[src/rtl/ram_sp_ctrl.sv]
// Single-port RAM behind a valid/ready request/response handshake.
// A reset or init_req fills the RAM with an ascending pattern before requests are served.
module ram_sp_ctrl #(
    parameter int          AW          = 4,
    parameter int          DW          = 8,
    parameter int unsigned INIT_BASE   = 8'h41,
    parameter bit          WRITE_FIRST = 1'b0
) (
    input  logic          clk,
    input  logic          rst_n,
    input  logic          init_req,
    input  logic          req_valid,
    output logic          req_ready,
    input  logic          req_we,
    input  logic [AW-1:0] req_addr,
    input  logic [DW-1:0] req_wdata,
    output logic          rsp_valid,
    input  logic          rsp_ready,
    output logic [DW-1:0] rsp_rdata,
    output logic          busy
);

    localparam int            DEPTH   = 2 ** AW;
    localparam logic [0:0]    ST_INIT = 1'b0;
    localparam logic [0:0]    ST_IDLE = 1'b1;
    localparam logic [AW-1:0] K_LAST  = AW'(DEPTH - 1);

    logic [DW-1:0] mem [DEPTH];

    logic [0:0]    state_reg, state_next;
    logic [AW-1:0] k_reg, k_next;
    logic          rsp_valid_reg, rsp_valid_next;
    logic [DW-1:0] rsp_rdata_reg, rsp_rdata_next;

    logic          accept;
    logic          mem_we;
    logic [AW-1:0] mem_addr;
    logic [DW-1:0] mem_wdata;
    logic [DW-1:0] init_word;

    assign busy      = (state_reg == ST_INIT);
    assign req_ready = (state_reg == ST_IDLE) && !init_req && (!rsp_valid_reg || rsp_ready);
    assign accept    = req_valid && req_ready;
    assign rsp_valid = rsp_valid_reg;
    assign rsp_rdata = rsp_rdata_reg;

    // Pattern word wraps naturally modulo 2**DW through the truncating cast.
    assign init_word = DW'(INIT_BASE + 32'(k_reg));

    always_comb begin
        state_next = state_reg;
        k_next     = k_reg;
        case (state_reg)
            ST_INIT: begin
                // init_req is ignored here; the counter parks at K_LAST instead of wrapping.
                if (k_reg == K_LAST) begin
                    state_next = ST_IDLE;
                end else begin
                    k_next = k_reg + 1'b1;
                end
            end
            default: begin
                if (init_req) begin
                    state_next = ST_INIT;
                    k_next     = '0;
                end
            end
        endcase
    end

    always_comb begin
        rsp_valid_next = rsp_valid_reg;
        rsp_rdata_next = rsp_rdata_reg;
        if (accept) begin
            rsp_valid_next = 1'b1;
            if (WRITE_FIRST && req_we) begin
                rsp_rdata_next = req_wdata;
            end else begin
                rsp_rdata_next = mem[req_addr];
            end
        end else if (rsp_ready) begin
            rsp_valid_next = 1'b0;
        end
    end

    // The fill and request writes share one write port; they never overlap.
    always_comb begin
        mem_we    = 1'b0;
        mem_addr  = req_addr;
        mem_wdata = req_wdata;
        if (busy) begin
            mem_we    = rst_n;
            mem_addr  = k_reg;
            mem_wdata = init_word;
        end else if (accept && req_we) begin
            mem_we = 1'b1;
        end
    end

    always_ff @(posedge clk) begin
        if (mem_we) begin
            mem[mem_addr] <= mem_wdata;
        end
    end

    always_ff @(posedge clk or negedge rst_n) begin
        if (!rst_n) begin
            state_reg     <= ST_INIT;
            k_reg         <= '0;
            rsp_valid_reg <= 1'b0;
            rsp_rdata_reg <= '0;
        end else begin
            state_reg     <= state_next;
            k_reg         <= k_next;
            rsp_valid_reg <= rsp_valid_next;
            rsp_rdata_reg <= rsp_rdata_next;
        end
    end

endmodule

[config.mk]
export PLATFORM = sky130hd
export DESIGN_NAME = ram_sp_ctrl
export DESIGN_NICKNAME = d
export VERILOG_FILES = /design/src/rtl/ram_sp_ctrl.sv
export SDC_FILE = /design/constraint.sdc
export NUM_CORES = 1
export LEC_CHECK = 0
export ABC_AREA = 1
export BUFFER_PORTS_ARGS = -buffer_cell sky130_fd_sc_hd__buf_4
export CAP_MARGIN = 10
export CORE_MARGIN = 5
export CORE_UTILIZATION = 40
export CTS_BUF_LIST = sky130_fd_sc_hd__clkbuf_16
export DETAILED_ROUTE_END_ITERATION = 8
export SETUP_SLACK_MARGIN = 0.4
export SYNTH_ARGS = -nofsm -noshare
export SYNTH_HDL_FRONTEND = slang
export SYNTH_SLANG_ARGS = --single-unit
export TNS_END_PERCENT = 1
[constraint.sdc]
create_clock -name clk -period 1.85 [get_ports clk]
set_input_delay 0.0925 -clock clk [delete_from_list [all_inputs] [get_ports clk]]
set_output_delay 0.0925 -clock clk [all_outputs]
set_load 0.05 [all_outputs]
Word-level counts from Yosys, hierarchy flattened. Memory sizes are Yosys's and may differ from the RTL's. A register that Yosys moved wholly into a read port is not among the register bits. Index checks and enable logic that the tools add are counted.

Bits in latches: 0. Memories kept: 1. Memory bits (writable): 128. Bits in registers: 6. Output and inout port bits: 11. Memory bits (read-only): 0. Logic and storage cells: 34. Input port bits: 18.

Equality and inequality tests: 3. Div/mod/pow operators: 0. Shifts and indexed selects: 0. Bitwise gates (word level): 1. Multiplexer cells: 14. $mul: 0. $add $sub $neg: 2. $lt $le $gt $ge: 0. Reduce and logical (&&, ||, !) cells: 10.

Memories: mem (depth 16, bits a word 8, read ports 1, clocked after memory_dff 1, write ports 1, line 28) `logic [DW-1:0] mem [DEPTH];`.

Operators with widths (number): $mux W4 (4); $mux W1 (9); $add A7 B4 Y8 const A (1); $mux W8 (1); $add A4 B1 Y4 const B (1); $eq A4 B4 Y1 const B (1); $logic_and A1 B1 Y1 (4); $ne A2 B2 Y1 const B (2); $logic_not A1 Y1 (3); $reduce_and A2 Y1 (1); $reduce_bool A2 Y1 (1); $logic_or A1 B1 Y1 (1); $not A1 Y1 (1).

Logic depth before layout (Yosys ltp).
Depth in word-level cells: 9. Mapped depth: 11.

Least setup slack after synthesis. No wires, ideal clock.

Kind: reg-to-reg. Start: reg rsp_valid_reg, in the netlist rsp_valid. End: mem mem[11][0], enable pin. Arrival time: 2000 ps. Data required time: 1526 ps. Path slack: -474 ps. Path buffers: 1. Library setup time: 324 ps. Stages on the path, launching flop included: 11. Path through: dfrtp_1 -> inv_1 -> nor2_1 -> nor3_4 -> nand2_4 -> clkinv_2 -> nand2_2 -> nand2_4 -> buf_6 -> nand3_1 -> inv_1.

Word-level cells in the longest chain between the ends: 9.

Ends and longest elaborated chain: start, declared (line 32) `logic rsp_valid_reg, rsp_valid_next;`; start signal, assigned (line 115) `rsp_valid_reg <= rsp_valid_next;`; $logic_not A1 Y1 (line 42) `assign req_ready = (state_reg == ST_IDLE) && !init_req && (!rsp_valid_reg || rsp_ready);`; $logic_or A1 B1 Y1 (line 42); $logic_and A1 B1 Y1 (line 42); net req_ready (line 13) `output logic req_ready,`; $logic_and A1 B1 Y1 (line 43) `assign accept = req_valid && req_ready;`; $logic_and A1 B1 Y1 (line 95) `end else if (accept && req_we) begin`; $mux W1 (line 95); $mux W1 (line 91) `if (busy) begin`; $mux W1 (line 101) `if (mem_we) begin`; $mux W1 (not written as such) (line 102) `mem[mem_addr] <= mem_wdata;`; end, declared (line 28).

The timed path passes the listed nets, and every way through them passes these cells.

Final worst setup path.
Start: reg state_reg. End: mem mem[4][0], enable pin.

Word-level cells in the longest chain between the ends: 8. Elaborated cells between the ends (all ways): 9. Classes of those cells: 5 x mux; 4 x reduce/logical.

Ends and longest elaborated chain: start, declared (line 30) `logic [0:0] state_reg, state_next;`; start signal, assigned (line 113) `state_reg <= state_next;`; $logic_and A1 B1 Y1 (2 in a row) (line 42); $logic_and A1 B1 Y1 (line 43); $logic_and A1 B1 Y1 (line 95); $mux W1 (line 95); $mux W1 (line 91); $mux W1 (line 101); $mux W1 (not written as such) (line 102).

Parallel ways exist; a longest one is shown, timed or not.

==> impl_metrics.csv <==
group,metric,value,unit
timing,whs,59.0,ps
timing,tightestPinTransition,658,ps
power,vdd_drop_max,2.08,mV
timing,fin_crit,1700,ps
die,dieHeight,136,um
yosys,ys_seq_area_frac,0.660,
flow_run,max_cap_violations,0,
outcome,status,"complete, no violations",
worst_setup_path,slowest_stage,"dfrtp_2",
worst_setup_path,max_stage_delay,470,ps
yosys,synth.distinct_cells,21,
timing,skew,8.11,ps
routing,viasPerCell,4.85,
yosys,synth_nets,674,
worst_setup_path,rr_startpoint,"state_reg$_DFF_PN0_",
timing,post-route-period-util,0.918,
cts,numCtsBuffers,17,
routing,drc,0,
global_routing,grt_max_degree,65,
die,dieArea,0.0185,sq mm
placed_design,port_buffers,28,
routing,avgRoutedWirePerCell,16.7,um
worst_setup_path,cp.required,1980,ps
cts,cts_root_buffer,"clkbuf_16",
yosys,synth-warning-count,0,
cts,htreeDepth,4,
power,cellPowerDensity,1540,mW/mm^2
worst_setup_path,r2r_slack,150,ps
yosys,synth_seq_cells,142,
routing,first_iter_violations,491,
cts,cts_max_path_buffers,2,
die,core-area,0.0157,sq mm
final_layout,syn_to_final_growth,25.3,%
final_layout,final_net_count,730,
worst_setup_path,worst-setup-path-type,"register to register",
final_layout,drive_above_1_share,0.228,
global_routing,grt_overflow,0,
power,p_leak,3.46,nW
routing,first_pass_iters,5,
global_routing,grt_pass1_vias,4484,
worst_setup_path,timing.rr.end,"mem[4][0]$_DFFE_PP_",
final_layout,fillers,1389,
timing,slew_headroom,0.561,
worst_setup_path,r2r_cells,7,
cts,clkSinkCount,142,
cts,clkLatencyLatePin,430,ps
yosys,syn_inst,655,
routing,wl,15700,um
power,p_clk_frac,0.257,
timing,hold_viol,0,
power,seq_power_share,0.397,
worst_setup_path,worstPathCellList,"buf_12 -> nor2_4 -> a21oi_4 -> buf_4 -> nor2_4 -> nand3_2 -> clkinv_4",
power,power,12.2,mW
routing,vias,4558,
placed_design,dpl.hpwl,10100,um
worst_setup_path,cpMostUsedCell,"nor2_4",
global_routing,grt_use_total,0.180,
yosys,netlist.area_leader.share,0.605,
timing,tns,0,ps
global_routing,antenna_found_initial,0,
routing,antenna_left,0,
power,swShare,0.365,
yosys,netlist_area,0.00636,sq mm
worst_setup_path,worst_setup_path_end_kind,"register",
final_layout,seq_area,0.00420,sq mm
worst_setup_path,start_kind,"register",
yosys,synthTopCellsByArea,"edfxtp_1 (60%), nand2_1 (12%), nand3_1 (8.9%)",
timing,final-max-slew-violation-count,0,
yosys,syn_area_per_cell,9.71,sq um
final_layout,multiInputGateArea,0.00184,sq mm
timing,setup_violations,0,
die,die_w,136,um
die,io_pins,29,
placed_design,finalWeightedCongestion,0.853,
worst_setup_path,worst-path-max-fanout,8,
die,initial_utilization,0.405,
timing,rsz0062_at_grt,"yes",
final_layout,largest_reg_flops,128,
power,internal-power,7.78,mW
cts,clk_pin_slew_worst_paths,60,ps
power,p_comb_frac,0.346,
timing,fmax,589,MHz
die,row_count,46,
yosys,yosysTopAreaCell,"edfxtp_1",
cts,cts_tree,"yes",
power,p_switching,4.47,mW
global_routing,grt_pass1_wl,24500,um
final_layout,antenna_cells,0,
worst_hold_path,min_path_type,"input port to async pin",
final_layout,fin_util,0.507,
worst_setup_path,critical_path_arrival,1830,ps
through the flow:
step / cells / setup WS (ps) / area [sq um]
after floorplan: 655 / -345 / 6360
after global placement: 896 / -5.34 / 6940
after detailed placement: 896 / -50.5 / 6940
after CTS: 936 / 209 / 7820
after global routing: 940 / 119 / 7970
final: 940 / 152 / 7970
worst max-delay path, delay by kind of cell, from the launching register on:
| kind | cells | cell delay [ps] |
|---|---|---|
| AO/OA/AOI/OAI | 1 | 50 |
| buffers and inverters | 3 | 430 |
| AND/OR/NAND/NOR | 3 | 450 |
| flip-flops | 1 | 470 |
per-layer routing:
layer	vias to the layer above	global-route usage	share of wire
met3	29	0.0381	0.053
met4	0	0.0784	0.025
li1	2211	-	-
met1	2189	0.238	0.42
met2	129	0.286	0.50
met5	-	0	0
layout by cell type, fill, tap and decap left out, drive strengths merged:
cell type and count:
a21oi 5, buf 61, bufinv 1, clkbuf 17, clkinv 17, clkinvlp 3
dfrtp 14, dlygate4sd3 3, edfxtp 128, ha 1, inv 123, nand2 213
nand3 113, nor2 14, nor3 1, o21ai 9, or2 1
cells by family (layout without fill, tap and decap cells):
family	Yosys count	in the layout	share of synthesized area
flops	142	142	0.660
simple gates	341	342	0.229
compound gates	14	14	0.0122
fa+ha+maj	1	1	0.00197
buf+inv	157	225	0.0974
worst max path at each step:
stage | from | endpoint | slack (ps)
floorplan | rsp_valid$_DFFE_PN0P_ | mem[11][0]$_DFFE_PP_ | -340
global placement | state_reg$_DFF_PN0_ | mem[2][0]$_DFFE_PP_ | -5
detailed placement | state_reg$_DFF_PN0_ | mem[9][4]$_DFFE_PP_ | -50
CTS | state_reg$_DFF_PN0_ | mem[5][1]$_DFFE_PP_ | 210
global route | state_reg$_DFF_PN0_ | mem[10][7]$_DFFE_PP_ | 120
finish | state_reg$_DFF_PN0_ | mem[4][0]$_DFFE_PP_ | 150
power by group through the flow:
stage | clock (mW) | sequential, mW | combinational, mW
2_1_floorplan | 0 | 5.12 | 1.51
3_3_place_gp | 0 | 4.88 | 3.32
3_5_place_dp | 0 | 4.89 | 3.38
4_1_cts | 3.19 | 4.85 | 4.04
5_1_grt | 3.36 | 4.90 | 4.55
6_report | 3.15 | 4.86 | 4.24
synth_stat cells, drive strengths merged:
cell type / number
nand2: 212
dfrtp: 14
clkbuf: 7
ha: 1
inv: 128
o21ai: 9
nor2: 14
a21oi: 5
nor3: 1
clkinv: 1
buf: 21
nand3: 113
edfxtp: 128
or2: 1
repair_timing:
action	in CTS	in global routing
cloned	1	0
gates resized for setup	78	28
hold buffers	3	0
hold endpoints to repair	17	0
pin swaps	14	13
buffers inserted	4	4
setup endpoints to repair	213	205
area by class of cell:
cell class                 count  share of cell area
sequential                   142               0.527
timing repair buffer          64              0.0685
tap                          216              0.0339
clock buffer                  17              0.0534
inverter                     129              0.0705
multi-input combinational    357               0.231
clock inverter                15              0.0155
Note: power is estimated with default switching activity, not from simulation.
